[src/rtl/dac_level_ctrl.sv]
// DAC setpoint controller: saturating setpoint updates, ON/OFF sequencing, DAC write strobes.
// Optional macro DAC_LEVEL_CTRL_RAMP_EN enables the one-LSB-per-tick slew; otherwise the code jumps.
`timescale 1ns/1ps
module dac_level_ctrl #(
  parameter int AMOUNT_WIDTH = 8,
  parameter int DAC_WIDTH    = 12,
  parameter int RAMP_DIV     = 16
) (
  input  logic                    clk,
  input  logic                    rst,
  input  logic                    cmd_valid,
  input  logic                    on,
  input  logic                    off,
  input  logic                    increase,
  input  logic                    decrease,
  input  logic [AMOUNT_WIDTH-1:0] amount,
  output logic [DAC_WIDTH-1:0]    dac_code,
  output logic                    dac_wr,
  output logic                    out_en,
  output logic                    busy,
  output logic                    sat
);

  typedef enum logic [1:0] {S_OFF, S_IDLE, S_RAMP, S_RAMP_DOWN} state_t;

  state_t               r_state;
  logic [DAC_WIDTH-1:0] r_target;
  logic [DAC_WIDTH-1:0] r_code;
  logic                 r_cmd_valid_q;
  logic                 r_dac_wr;
  logic                 r_out_en;
  logic                 r_sat;

  logic                 w_accept;
  logic                 w_on_req;
  logic                 w_off_req;
  logic [DAC_WIDTH:0]   w_amt_ext;
  logic [DAC_WIDTH:0]   w_sum;
  logic [DAC_WIDTH:0]   w_diff;
  logic [DAC_WIDTH-1:0] w_target_next;
  logic                 w_clamp;
  logic                 w_down;
  logic [DAC_WIDTH-1:0] w_goal;
  logic [DAC_WIDTH-1:0] w_step;
  logic                 w_tick;
  state_t               w_done_state;
  state_t               w_stay_state;

  assign w_accept  = cmd_valid & ~r_cmd_valid_q;
  assign w_on_req  = w_accept & on & ~off;
  assign w_off_req = w_accept & off & ~on;
  assign w_amt_ext = (DAC_WIDTH+1)'(amount);
  assign w_sum     = {1'b0, r_target} + w_amt_ext;
  assign w_diff    = {1'b0, r_target} - w_amt_ext;

  // Extra MSB of sum/difference flags overflow/underflow for the clamp.
  always_comb begin
    w_target_next = r_target;
    w_clamp       = 1'b0;
    if (w_accept && increase && !decrease) begin
      if (w_sum[DAC_WIDTH]) begin
        w_target_next = '1;
        w_clamp       = 1'b1;
      end else begin
        w_target_next = w_sum[DAC_WIDTH-1:0];
      end
    end else if (w_accept && decrease && !increase) begin
      if (w_diff[DAC_WIDTH]) begin
        w_target_next = '0;
        w_clamp       = 1'b1;
      end else begin
        w_target_next = w_diff[DAC_WIDTH-1:0];
      end
    end
  end

  // Direction of travel for this cycle, after any on/off request in the same command.
  assign w_down = ((r_state == S_RAMP_DOWN) && !w_on_req) || ((r_state == S_RAMP) && w_off_req);
  assign w_goal = w_down ? '0 : w_target_next;
  assign w_done_state = w_down ? S_OFF : S_IDLE;
  assign w_stay_state = w_down ? S_RAMP_DOWN : S_RAMP;

`ifdef DAC_LEVEL_CTRL_RAMP_EN
  localparam int PW = (RAMP_DIV > 1) ? $clog2(RAMP_DIV) : 1;
  localparam logic [PW-1:0] RELOAD = PW'(RAMP_DIV - 1);

  logic [PW-1:0] r_prescaler;

  assign w_tick = (r_prescaler == '0);
  assign w_step = (r_code < w_goal) ? r_code + DAC_WIDTH'(1) : r_code - DAC_WIDTH'(1);
  assign busy   = (r_state == S_RAMP) || (r_state == S_RAMP_DOWN);
`else
  assign w_tick = (RAMP_DIV >= 1);
  assign w_step = w_goal;
  assign busy   = 1'b0;
`endif

  always_ff @(posedge clk) begin
    if (rst) begin
      r_state       <= S_OFF;
      r_target      <= '0;
      r_code        <= '0;
      r_cmd_valid_q <= 1'b0;
      r_dac_wr      <= 1'b0;
      r_out_en      <= 1'b0;
      r_sat         <= 1'b0;
`ifdef DAC_LEVEL_CTRL_RAMP_EN
      r_prescaler   <= '0;
`endif
    end else begin
      r_cmd_valid_q <= cmd_valid;
      r_target      <= w_target_next;
      r_sat         <= w_clamp;
      r_dac_wr      <= 1'b0;
      case (r_state)
        S_OFF: begin
          r_out_en <= 1'b0;
          if (w_on_req) begin
            r_out_en <= 1'b1;
            if (w_target_next != '0) begin
              r_state <= S_RAMP;
`ifdef DAC_LEVEL_CTRL_RAMP_EN
              r_prescaler <= RELOAD;
`endif
            end else begin
              r_state <= S_IDLE;
            end
          end
        end
        S_IDLE: begin
          if (w_off_req) begin
            if (r_code == '0) begin
              r_state <= S_OFF;
            end else begin
              r_state <= S_RAMP_DOWN;
`ifdef DAC_LEVEL_CTRL_RAMP_EN
              r_prescaler <= RELOAD;
`endif
            end
          end else if (w_target_next != r_code) begin
            r_state <= S_RAMP;
`ifdef DAC_LEVEL_CTRL_RAMP_EN
            r_prescaler <= RELOAD;
`endif
          end
        end
        default: begin
`ifdef DAC_LEVEL_CTRL_RAMP_EN
          r_prescaler <= w_tick ? RELOAD : r_prescaler - PW'(1);
`endif
          if (r_code == w_goal) begin
            r_state <= w_done_state;
          end else if (w_tick) begin
            r_code   <= w_step;
            r_dac_wr <= 1'b1;
            r_state  <= (w_step == w_goal) ? w_done_state : w_stay_state;
          end else begin
            r_state <= w_stay_state;
          end
        end
      endcase
    end
  end

  assign dac_code = r_code;
  assign dac_wr   = r_dac_wr;
  assign out_en   = r_out_en;
  assign sat      = r_sat;

endmodule

[config.mk]
export PLATFORM = sky130hd
export DESIGN_NAME = dac_level_ctrl
export DESIGN_NICKNAME = d
export VERILOG_FILES = /design/src/rtl/dac_level_ctrl.sv
export SDC_FILE = /design/constraint.sdc
export NUM_CORES = 1
export LEC_CHECK = 0
export ABC_AREA = 1
export BUFFER_PORTS_ARGS = -buffer_cell sky130_fd_sc_hd__clkbuf_2
export CAP_MARGIN = 10
export CORE_MARGIN = 2
export CORE_UTILIZATION = 25
export CTS_CLUSTER_SIZE = 40
export DETAILED_ROUTE_END_ITERATION = 10
export PLACE_DENSITY = 0.37
export SYNTH_ARGS = -nofsm -noshare
export SYNTH_HDL_FRONTEND = slang
export SYNTH_SLANG_ARGS = --single-unit
[constraint.sdc]
create_clock -name clk -period 3.7 [get_ports clk]
set_input_delay 0.37 -clock clk [delete_from_list [all_inputs] [get_ports clk]]
set_output_delay 0.37 -clock clk [all_outputs]
set_load 0.01 [all_outputs]
Word level (Yosys, flattened, before mapping)
Index checks and enable logic that the tools add are counted.
- add/subtract/negate cells: 2
- equality and inequality tests: 7
- muxes and demuxes: 18
- bitwise operators: 10
- reductions and logical operators: 17
- operator list (cell ; number):
    $mux W12 ; 5
    $add A12 B8 Y13 ; 1
    $sub A12 B8 Y13 ; 1
    $eq A12 B12 Y1 ; 1
    $logic_not A12 Y1 ; 1
    $ne A12 B12 Y1 ; 1
    $reduce_bool A12 Y1 ; 1
    $mux W2 ; 5
    $mux W1 ; 7
    $logic_and A1 B1 Y1 ; 6
    $and A1 B1 Y1 ; 5
    $not A1 Y1 ; 5
    $eq A2 B2 Y1 const B ; 2
    $pmux W2 S2 ; 1
    $reduce_and A2 Y1 ; 2
    $logic_not A1 Y1 ; 3
    $ne A3 B3 Y1 const B ; 1
    $reduce_or A3 Y1 ; 1
    $eq A2 B1 Y1 const B ; 1
    $logic_not A2 Y1 ; 1
    $ne A2 B2 Y1 const B ; 1
    $reduce_or A2 Y1 ; 1
    $logic_or A1 B1 Y1 ; 1
- register bits after elaboration: 30
- bits of input ports: 15
- output and inout bits: 16
- logic and storage cells: 61

Logic depth before layout (Yosys ltp)
Gate-level depths: netlist (run 1).
- word-level depth: 11
- gate-level depth with buffers: 24
- depth with buffers taken out: 23

Worst setup path before layout (run 1)
OpenSTA, ideal clock, no wires.
- kind: input to register
- start point: input port amount[0]
- end point: register r_code[10], in the netlist dac_code[10]
- setup time: 0.115 ns
- data arrival time: 2.476 ns
- data required time: 3.585 ns
- path slack: 1.109 ns
- stages: 19
- buffers on the path: 1
- cells stage by stage: ha_1 -> fa_1 -> inv_1 -> nand3_1 -> nand2_1 -> nand2_1 -> nand2_2 -> nand2_4 -> o21ai_4 -> nand3_1 -> nand2_1 -> nand2_1 -> nor2_1 -> nand2_1 -> nor2_2 -> nand2_2 -> buf_4 -> a21oi_1 -> nor2_1
- cells in the longest elaborated chain, start to end: 8
- elaborated cells on any way between the ends: 10
- those cells by class: 2 x add/sub; 1 x eq/ne; 5 x mux; 1 x bitwise; 1 x reduce/logical
- ends and longest elaborated chain (element ; line ; RTL):
    from (decl) ; 16 ; input logic [AMOUNT_WIDTH-1:0] amount,
    $sub A12 B8 Y13 ; 54 ; assign w_diff = {1'b0, r_target} - w_amt_ext;
    $mux W12 ; 68 ; if (w_diff[DAC_WIDTH]) begin
    $mux W12 ; 67 ; end else if (w_accept && decrease && !increase) begin
    $mux W12 (*) ; 60 ; if (w_accept && increase && !decrease) begin
    $mux W12 (*) ; 79 ; assign w_goal = w_down ? '0 : w_target_next;
    $eq A12 B12 Y1 ; 151 ; if (r_code == w_goal) begin
    $not A1 Y1 (no line) ; n/a ;
    $reduce_and A2 Y1 (no line) ; n/a ;
    to (signal assigned) ; 154 ; r_code <= w_step;
    to (decl) ; 28 ; logic [DAC_WIDTH-1:0] r_code;
Mark *: on every way between the ends. The rest lies on a longest branch, timed or not.
A chain may end at the register's enable or synchronous reset.

Final worst setup path (run 1)
- start point: register r_target[0]
- end point: register r_code[1], in the netlist dac_code[1]
- cells in the longest elaborated chain, start to end: 8
- elaborated cells on any way between the ends: 10
- those cells by class: 2 x add/sub; 1 x eq/ne; 5 x mux; 1 x bitwise; 1 x reduce/logical
- ends and longest elaborated chain (element ; line ; RTL):
    from (decl) ; 27 ; logic [DAC_WIDTH-1:0] r_target;
    from (signal assigned) ; 112 ; r_target <= w_target_next;
    $sub A12 B8 Y13 ; 54 ;
    $mux W12 ; 68 ;
    $mux W12 ; 67 ;
    $mux W12 (*) ; 60 ;
    $mux W12 (*) ; 79 ;
    $eq A12 B12 Y1 ; 151 ;
    $not A1 Y1 (no line) ; n/a ;
    $reduce_and A2 Y1 (no line) ; n/a ;
Marked as above.

==> results.sh, run 1 <==
export IMPL_reg2reg_from="r_target[0]"
export IMPL_synth_edf_count=0
export IMPL_grt_antenna_before_repair=0
export IMPL_n_antenna_cell=0
export IMPL_place_inst=745
export IMPL_critPathMaxFanout=25
export IMPL_place_gp_congestion=0.829
export IMPL_cts_setup_buffers=0
export IMPL_power_density_mw_per_mm2=347
export IMPL_syn_area_sq_mm=0.00326
export IMPL_power_share_clock_pct=31.0
export IMPL_max_freq_mhz=303
export IMPL_ant_nets=0
export IMPL_synth_yosys_seq_area_share_pct=18.4
export IMPL_die_area_sq_mm=0.0140
export IMPL_fin_ws_ps=402
export IMPL_syn_avg_cell_area_sq_um=5.81
export IMPL_postSynth_asyncResetShare_pct=0
export IMPL_ios=31
export IMPL_timing_final_crit_period_ps=3300
export IMPL_hold_slack_ps=305
export IMPL_power_frac_seq_pct=30.3
export IMPL_synth_fp_nets=594
export IMPL_fin_skew_ps=6.23
export IMPL_grt_usage_pct=15.9
export IMPL_grtUsageMet3_pct=2.03
export IMPL_vias=3405
export IMPL_synth_cell_type_count=41
export IMPL_clk_pin_slew_worst_paths_ps=50
export IMPL_cp_arrival_ps=3460
export IMPL_synth_flop_cell="dfxtp_1"
export IMPL_hold_class="in2reg"
export IMPL_comb_power_share_pct=38.6
export IMPL_final_cells=751
export IMPL_cap_viol_max_count=0
export IMPL_mostFrequentLayoutCells="nand2_1, nand3_1, inv_1, nor2_1, a21oi_1"
export IMPL_viasPerCell=4.53
export IMPL_core_area_sq_mm=0.0127
export IMPL_cts_max_path_buffers=2
export IMPL_slowest_stage="fa_1"
export IMPL_ctsResizeCount=0
export IMPL_hold_violations=0
export IMPL_status="complete, no violations"
export IMPL_finalSetupTns_ps=0
export IMPL_setup_violations=0
export IMPL_dr_pass1_iters=4
export IMPL_internal_power_w=0.000771
export IMPL_drt_iter0_markers=224
export IMPL_period_share_pct=89.1
export IMPL_cts_sinks=30
export IMPL_gr_usage_met1_pct=21.8
export IMPL_cellLeakagePower_nw=1.86
export IMPL_io_buffers=29
export IMPL_grt_setup_unrepaired="false"
export IMPL_initial_core_util_pct=25.7
export IMPL_startpoint_type="flip-flop"
export IMPL_grt_busiest_layer="met2"
export IMPL_grt_pass1_wl_um=17600
export IMPL_hold_path_end="r_cmd_valid_q"
export IMPL_grt_overflow=0
export IMPL_holdBufCountCts=0
export IMPL_utilization_pct=28.8
export IMPL_min_delay_start="cmd_valid"
export IMPL_drc=0
export IMPL_clockRootBuffer="clkbuf_16"
export IMPL_grt_max_degree=30
export IMPL_insertion_delay_ps=270
export IMPL_cts_tree="yes"
export IMPL_crit_required_ps=3870
export IMPL_peakVddDrop_mv=0.190
export IMPL_worstHoldPathCells=3
export IMPL_reg2reg_slack_ps=400
export IMPL_cp_end_kind="flip-flop"
export IMPL_slowest_delay_ps=430
export IMPL_final_nets=613
export IMPL_maxSlewViolCount=0
export IMPL_wl_per_cell_um=14.2
export IMPL_die_h_um=118
export IMPL_cts_buffers=5
export IMPL_num_rows=41
export IMPL_wl_um=10700
export IMPL_final_common_cell="nand2_1"
export IMPL_drive_gt1_share_pct=12.4
export IMPL_r2r_end="dac_code[1]"
export IMPL_p_sw_share_pct=39.1
export IMPL_met2_usage_pct=25.5
export IMPL_htreeDepth=2
export IMPL_syn_inst=561
export IMPL_worstPathCellList="ha_1, fa_1, nand3_1, nand2_1, nand3_1, nand2_2, nor2_4, nand3_1, nand4_1, nand2_1, nor2_1, nand2_1, nor2_2, nand2_2, a21oi_1, nor2_1"
export IMPL_p_sw_w=0.000494
export IMPL_synth_warnings=0
export IMPL_ff2ff_path_depth=16
export IMPL_critPathKind="reg2reg"
export IMPL_dp_slack_ps=228
export IMPL_dp_hpwl_um=8890
export IMPL_die_w_um=118
export IMPL_areaGrowthSynthToFinish_pct=12.0
export IMPL_grt_pass1_vias=3373
export IMPL_synth_seq_cells=30
layer usage:
layer	vias to the layer above	share of wire, %
met4	0	2.4
met3	18	3.2
met1	1504	50
li1	1829	-
met2	54	44
met5	-	0
cell type report:
cell class                 instances  area [sq um]
tap                              172           215
multi-input combinational        433          2240
inverter                          79           299
timing repair buffer              31           160
sequential                        30           601
clock buffer                       6           139
fill                            1470          9020
logic make-up (layout without fill, tap and decap cells):
family | Yosys count | after routing | synth area share, %
fa+ha+maj | 18 | 18 | 7.37
buf+inv | 98 | 116 | 12.9
compound gates | 47 | 47 | 8.41
simple gates | 357 | 357 | 50.1
xor+xnor | 10 | 10 | 2.69
flops | 30 | 30 | 18.4
other cells | 1 | 1 | 0.115
state kept, by name, indices dropped and copies added, names as in the netlist:
| signal | count |
|---|---|
| dac_code | 12 |
| dac_wr | 1 |
| out_en | 1 |
| r_cmd_valid_q | 1 |
| r_state | 2 |
| r_target | 12 |
| sat | 1 |
Yosys cell counts, types with 3 or more instances:
| cell | n | share of area (%) |
|---|---|---|
| nand2_1 | 168 | 19 |
| nand3_1 | 70 | 11 |
| inv_1 | 69 | 7.9 |
| nor2_1 | 64 | 7.4 |
| a21oi_1 | 34 | 5.2 |
| dfxtp_1 | 30 | 18 |
| nand4_1 | 20 | 3.8 |
| ha_1 | 16 | 6.1 |
| xor2_1 | 9 | 2.4 |
| inv_2 | 8 | 0.92 |
| nand2_2 | 8 | 1.5 |
| buf_2 | 5 | 0.77 |
| buf_4 | 5 | 1.2 |
| nor3_1 | 5 | 0.77 |
| o21ai_0 | 4 | 0.61 |
| buf_1 | 3 | 0.35 |
| clkbuf_1 | 3 | 0.35 |
| nand3_2 | 3 | 0.92 |
| nor4_1 | 3 | 0.58 |
through the flow:
stage | instance area, sq um | power, W
2_1_floorplan | 3260 | 0.000752
3_3_place_gp | 3510 | 0.000884
3_5_place_dp | 3510 | 0.000881
4_1_cts | 3650 | 0.00129
5_1_grt | 3650 | 0.00137
6_report | 3650 | 0.00127
power by group through the flow:
stage               clock network (W)  registers [W]  logic [W]
floorplan                           0       0.000382   0.000370
global placement                    0       0.000390   0.000494
detailed placement                  0       0.000391   0.000490
CTS                          0.000412       0.000384   0.000493
global route                 0.000425       0.000389   0.000560
finish                       0.000393       0.000384   0.000489
worst max-delay path, delay by kind of cell (launching register included):
| family | cells | cell delay, ps |
|---|---|---|
| AO/OA/AOI/OAI | 1 | 240 |
| flip-flops | 1 | 320 |
| AND/OR/NAND/NOR | 13 | 1970 |
| adder cells (fa/ha/maj) | 2 | 650 |
how the worst max path moves through the flow:
stage / cells past startpoint / endpoint / slack (ps) / from
after floorplan: 19 / dac_code[10] / 1110 / amount[0]
after global placement: 19 / dac_code[11] / 280 / amount[0]
after detailed placement: 18 / dac_code[8] / 230 / amount[0]
after CTS: 17 / dac_code[8] / 390 / r_target[0]
after global routing: 18 / dac_code[0] / 7 / r_target[0]
final: 16 / dac_code[1] / 400 / r_target[0]
Power figures use the tool's default switching activity.
==> run 2: changes to the inputs <==
--- a/config.mk
+++ b/config.mk
@@ -5,7 +5,6 @@
 export SDC_FILE = /design/constraint.sdc
 export NUM_CORES = 1
 export LEC_CHECK = 0
-export ABC_AREA = 1
 export BUFFER_PORTS_ARGS = -buffer_cell sky130_fd_sc_hd__clkbuf_2
 export CAP_MARGIN = 10
 export CORE_MARGIN = 2
==> run 2 against run 1 <==
Compared with the run above:
- register-to-register slack worse by 270 ps
- worst hold slack better by 110 ps
- clock skew down 4.0 ps
- final cell count down 18%
- core utilization up 6.8 points
- combinational power down 2%
- total power up 1.5%
- sequential cell count unchanged
- non-clock buffer count up 84
- synthesized cell count down 36%
- routed wire length up 3.7%
- critical endpoint is now dac_code[0]
- largest power group unchanged
==> results.sh, run 2 <==
export IMPL_status="complete, no violations"
export IMPL_htreeDepth=2
export IMPL_cts_buffers=5
export IMPL_drc=0
export IMPL_grt_max_degree=21
export IMPL_syn_area_sq_mm=0.00306
export IMPL_cap_viol_max_count=0
export IMPL_startpoint_type="flip-flop"
export IMPL_areaGrowthSynthToFinish_pct=39.4
export IMPL_fin_skew_ps=2.24
export IMPL_synth_seq_cells=30
export IMPL_wl_um=11100
export IMPL_mostFrequentLayoutCells="buf_4, dfxtp_1, clkbuf_2, nor2_1, nand2_1"
export IMPL_n_fill_cell=1244
export IMPL_cts_tree="yes"
export IMPL_hold_violations=0
export IMPL_finalSetupTns_ps=0
export IMPL_ant_nets=0
export IMPL_synth_simple_gate_area_share_pct=27.4
export IMPL_synth_edf_count=0
export IMPL_insertion_delay_ps=280
export IMPL_utilization_pct=35.7
export IMPL_min_delay_start="cmd_valid"
export IMPL_hold_class="in2reg"
export IMPL_synth_warnings=0
export IMPL_cts_sinks=30
export IMPL_ios=31
export IMPL_viasPerCell=5.15
export IMPL_worst_slew_pin_slew_ps=585
export IMPL_die_w_um=115
export IMPL_cp_arrival_ps=3730
export IMPL_n_antenna_cell=0
export IMPL_cts_max_path_buffers=2
export IMPL_die_h_um=115
export IMPL_cellLeakagePower_nw=1.75
export IMPL_synth_flop_cell="dfxtp_1"
export IMPL_grt_pass1_wl_um=17400
export IMPL_synth_compound_area_share_pct=35.5
export IMPL_hold_slack_ps=419
export IMPL_reg2reg_slack_ps=140
export IMPL_grt_pass1_vias=3133
export IMPL_max_freq_mhz=281
export IMPL_grt_antenna_before_repair=0
export IMPL_critPathKind="reg2reg"
export IMPL_ff2ff_path_depth=14
export IMPL_setup_violations=0
export IMPL_wl_per_cell_um=18.0
export IMPL_die_area_sq_mm=0.0131
export IMPL_synth_xor_area_share_pct=4.01
export IMPL_synth_top_area_share_pct=19.6
export IMPL_reg2reg_from="r_target[2]"
export IMPL_multi_input_area_sq_mm=0.00243
export IMPL_synth_mux_area_share_pct=0
export IMPL_yosysTopAreaCell="dfxtp_1"
export IMPL_drt_iter0_markers=168
export IMPL_dr_pass1_iters=4
export IMPL_worstHoldPathCells=2
export IMPL_cp_end_kind="flip-flop"
export IMPL_timing_final_crit_period_ps=3560
export IMPL_peakVddDrop_mv=0.167
export IMPL_power_density_mw_per_mm2=301
export IMPL_slew_headroom_pct=60.7
export IMPL_synth_fp_nets=393
export IMPL_power_total_w=0.00128
export IMPL_synth_yosys_seq_area_share_pct=19.6
export IMPL_maxSlewViolCount=0
export IMPL_synth_common_cells="dfxtp_1, nor2_1, nand2_1, o21ai_0"
export IMPL_grt_usage_pct=17.3
export IMPL_synth_cell_type_count=96
export IMPL_dp_hpwl_um=8750
export IMPL_r2r_end="dac_code[0]"
export IMPL_holdBufCountCts=0
export IMPL_core_area_sq_mm=0.0120
export IMPL_vias=3162
export IMPL_final_common_cell="buf_4"
export IMPL_synth_top_family_by_area="compound AO/OA/AOI/OAI gates"
export IMPL_place_gp_congestion=0.848
export IMPL_critPathMaxFanout=7
export IMPL_syn_avg_cell_area_sq_um=8.50
export IMPL_grt_overflow=0
export IMPL_syn_inst=360
export IMPL_initial_core_util_pct=25.6
export IMPL_synthTopCellsByArea="dfxtp_1, ha_1, xnor2_1"
export IMPL_synth_most_common_cell="dfxtp_1"
export IMPL_hold_path_end="r_cmd_valid_q"
export IMPL_io_buffers=29
export IMPL_period_share_pct=96.3
export IMPL_drive_gt1_share_pct=39.2
export IMPL_seqCellArea_sq_um=602
export IMPL_clk_pin_slew_worst_paths_ps=50
export IMPL_final_nets=499
export IMPL_num_rows=40
export IMPL_crit_required_ps=3870
export IMPL_synthAdderAreaFrac_pct=7.85
export IMPL_clockRootBuffer="clkbuf_16"
export IMPL_postSynth_asyncResetShare_pct=0
==> run 2: metal layers <==
metal | track usage [%] | wire (um)
met2 | 29.0 | 5250
met1 | 23.2 | 5350
met4 | 5.37 | 178
met5 | 0 | 0
met3 | 2.12 | 302
==> run 2: report_power, final <==
group	internal [W]	switching (W)	total [W]
sequential	0.000338	0.0000187	0.000356
clock	0.000304	0.000146	0.000450
combinational	0.000231	0.000247	0.000478
total	0.000873	0.000411	0.00128
==> run 2: timing repair <==
action | in CTS | in global routing
pin swaps | 9 | 14
buffers inserted | 2 | 6
resized for setup | 9 | 20
setup endpoints to repair | 13 | 15
==> run 2: final cells by class <==
type | count | share of cell area (%)
tap | 147 | 4.31
inverter | 18 | 1.58
timing repair buffer | 115 | 19.1
sequential | 30 | 14.1
multi-input combinational | 296 | 57.0
clock buffer | 8 | 3.90
==> run 2: cell families (layout without fill, tap and decap cells) <==
kind of cell,after synthesis,after routing
AND/OR/NAND/NOR,134,134
AO/OA/AOI/OAI,129,129
XOR/XNOR,14,14
buffers and inverters,34,141
adder cells (fa/ha/maj),18,18
flip-flops,30,30
other,1,1
==> run 2: stage by stage <==
stage,instance area [sq um],setup WS [ps],cells
3_3_place_gp,3890,-172,599
4_1_cts,4110,18.9,609
5_1_grt,4270,-5.37,614
2_1_floorplan,3060,287,360
3_5_place_dp,3890,-151,599
6_report,4270,136,614
==> run 2: worst max path at each step <==
| stage | slack, ps | depth (start not counted) | to | start |
|---|---|---|---|---|
| finish | 140 | 14 | dac_code[0] | r_target[2] |
| global route | -5 | 14 | dac_code[7] | r_target[6] |
| CTS | 20 | 14 | dac_code[11] | r_target[0] |
| detailed placement | -150 | 13 | dac_code[11] | amount[0] |
| global placement | -170 | 13 | dac_code[11] | amount[0] |
| floorplan | 290 | 13 | dac_code[7] | amount[0] |
==> run 2: critical path: stages, from the launching register on <==
cell       delay [ps]
dfxtp_1           390
ha_1              270
buf_4             180
nor2b_4           150
o311ai_4          110
buf_12            160
a21boi_4          170
o2111ai_2         140
o211ai_1          320
buf_4             180
and3b_1           190
o2111ai_1         110
a2111o_1          510
or2_4             310
a32o_1            250
==> run 3: changes to the inputs <==
==> constraint.sdc (replaced) <==
create_clock -name clk -period 3.4 [get_ports clk]
set_input_delay 0.34 -clock clk [delete_from_list [all_inputs] [get_ports clk]]
set_output_delay 0.34 -clock clk [all_outputs]
set_load 0.01 [all_outputs]
==> run 3 against run 2 <==
Compared with the run above:
- the flow now finishes with violations (negative setup slack)
- critical path depth increased by 1
- combinational power up 25%
- sequential power up 8.7%
- core utilization increased by 3.8 points
- die area unchanged
- register-to-register slack worse by 160 ps
- via count rose by 6.2%
- total power grew 14%
- largest power group unchanged
==> results.sh, run 3 (synthesis gave the netlist of run 2 again) <==
export IMPL_max_freq_mhz=292
export IMPL_die_w_um=115
export IMPL_htreeDepth=2
export IMPL_grt_antenna_before_repair=0
export IMPL_setup_violations=7
export IMPL_die_area_sq_mm=0.0131
export IMPL_cap_viol_max_count=0
export IMPL_grt_pass1_vias=3432
export IMPL_io_buffers=29
export IMPL_grt_max_degree=21
export IMPL_p_sw_w=0.000511
export IMPL_final_common_cell="buf_4"
export IMPL_place_gp_congestion=0.870
export IMPL_core_area_sq_mm=0.0120
export IMPL_cellLeakagePower_nw=1.95
export IMPL_wl_per_cell_um=18.1
export IMPL_cts_sinks=30
export IMPL_hold_path_end="r_cmd_valid_q"
export IMPL_drc=0
export IMPL_critPathKind="reg2reg"
export IMPL_cp_end_kind="flip-flop"
export IMPL_ant_nets=0
export IMPL_cts_buffers=5
export IMPL_crit_required_ps=3590
export IMPL_clockRootBuffer="clkbuf_16"
export IMPL_fin_ws_ps=-21.3
export IMPL_worstHoldPathCells=2
export IMPL_wl_um=11800
export IMPL_insertion_delay_ps=290
export IMPL_comb_power_share_pct=40.9
export IMPL_wl_met2_um=5560
export IMPL_areaGrowthSynthToFinish_pct=54.5
export IMPL_met3_length_um=491
export IMPL_status="complete, but fails checks"
export IMPL_drt_iter0_markers=150
export IMPL_violations="negative setup slack"
export IMPL_die_h_um=115
export IMPL_timing_final_crit_period_ps=3420
export IMPL_peakVddDrop_mv=0.275
export IMPL_power_density_mw_per_mm2=310
export IMPL_grt_setup_unrepaired="true"
export IMPL_p_sw_share_pct=34.9
export IMPL_clk_pin_slew_worst_paths_ps=60
export IMPL_stdcell_area_sq_mm=0.00473
export IMPL_fin_skew_ps=5.92
export IMPL_reg2reg_from="r_target[0]"
export IMPL_dr_pass1_iters=4
export IMPL_ff2ff_path_depth=15
export IMPL_cp_arrival_ps=3610
export IMPL_critPathMaxFanout=7
export IMPL_grt_usage_pct=18.8
export IMPL_initial_core_util_pct=25.6
export IMPL_period_share_pct=101
export IMPL_n_antenna_cell=0
export IMPL_startpoint_type="flip-flop"
export IMPL_reg2reg_slack_ps=-20
export IMPL_maxSlewViolCount=0
export IMPL_num_rows=40
export IMPL_power_frac_seq_pct=26.4
export IMPL_power_share_clock_pct=32.8
export IMPL_cts_tree="yes"
export IMPL_worst_slew_pin_slew_ps=536
export IMPL_cts_max_path_buffers=2
export IMPL_grt_pass1_wl_um=18800
export IMPL_vias=3357
export IMPL_drive_gt1_share_pct=47.8
export IMPL_min_delay_start="cmd_valid"
export IMPL_dp_slack_ps=-424
export IMPL_grt_overflow=0
export IMPL_final_nets=536
export IMPL_internal_power_w=0.000955
export IMPL_slew_headroom_pct=64.3
export IMPL_post_dp_cell_area_sq_mm=0.00408
export IMPL_mostFrequentLayoutCells="buf_4, clkbuf_2, dfxtp_1, nor2_1, nand2_1"
export IMPL_dp_hpwl_um=9090
export IMPL_met1_length_um=5480
export IMPL_routed_top_layer="met4"
export IMPL_hold_class="in2reg"
export IMPL_hold_violations=0
export IMPL_r2r_end="dac_code[10]"
export IMPL_holdBufCountCts=0
export IMPL_viasPerCell=5.16
export IMPL_ios=31
-- run 3: cell count changes in the layout (fill, tap and decap cells not counted), sizes merged --
cell	previous run	this run
clkinv	0	1
buf	86	123
clkinvlp	0	1
clkbuf	37	35
-- run 3: power groups by stage --
stage | logic (W) | clock network [W] | registers [W]
after detailed placement | 0.000508 | 0 | 0.000393
after global routing | 0.000650 | 0.000509 | 0.000389
after floorplan | 0.000295 | 0 | 0.000390
after global placement | 0.000513 | 0 | 0.000393
after CTS | 0.000587 | 0.000489 | 0.000386
final | 0.000599 | 0.000480 | 0.000387
-- run 3: final cells by class --
class,instances,area [sq um]
multi-input combinational,296,2630
tap,147,184
timing repair buffer,152,1090
clock buffer,6,139
fill,1204,7240
inverter,18,67.6
clock inverter,2,12.5
sequential,30,607
-- run 3: worst max path at each step --
stage,from,endpoint,slack [ps],cells after the start
after floorplan,r_target[0],dac_code[7],2,14
after global placement,amount[0],dac_code[11],-390,13
after detailed placement,amount[0],dac_code[11],-420,13
after CTS,r_target[0],dac_code[10],-2,15
after global routing,r_target[0],r_state[0],-180,19
final,r_target[0],dac_code[10],-20,15
-- run 3: repair_timing --
action	CTS	global route
pin swaps	34	10
setup endpoints to repair	13	15
hold endpoints to repair	0	0
setup buffers	17	2
resized for setup	59	11
-- run 3: layer usage --
| metal | vias up | GRT usage (%) |
|---|---|---|
| li1 | 1667 | - |
| met1 | 1591 | 24.6 |
| met2 | 85 | 31.3 |
| met3 | 14 | 3.49 |
| met4 | 0 | 6.10 |
| met5 | - | 0 |
-- run 3: worst max-delay path: stages (launching register included) --
cell and delay [ps]:
dfxtp_4 360, inv_2 60, ha_4 130, fa_2 190, and2b_2 250, o21a_4 220
buf_4 140, a21oi_4 130, nand3b_1 160, a211o_1 350, buf_4 160, nand2_1 90
a2bb2oi_1 70, a2111o_1 480, or2_4 290, a32o_1 220
-- run 3: through the flow --
stage | power [W] | hold slack (ps) | setup TNS [ps] | cells | util (%)
after floorplan | 0.000686 | 468 | 0 | 360 | -
after global placement | 0.000906 | 455 | -4520 | 626 | 34.1
after detailed placement | 0.000901 | 458 | -4760 | 626 | 34.1
after CTS | 0.00146 | 367 | -2.70 | 649 | 38.8
after global routing | 0.00155 | 378 | -2190 | 651 | 39.5
final | 0.00147 | 371 | -127 | 651 | 39.5
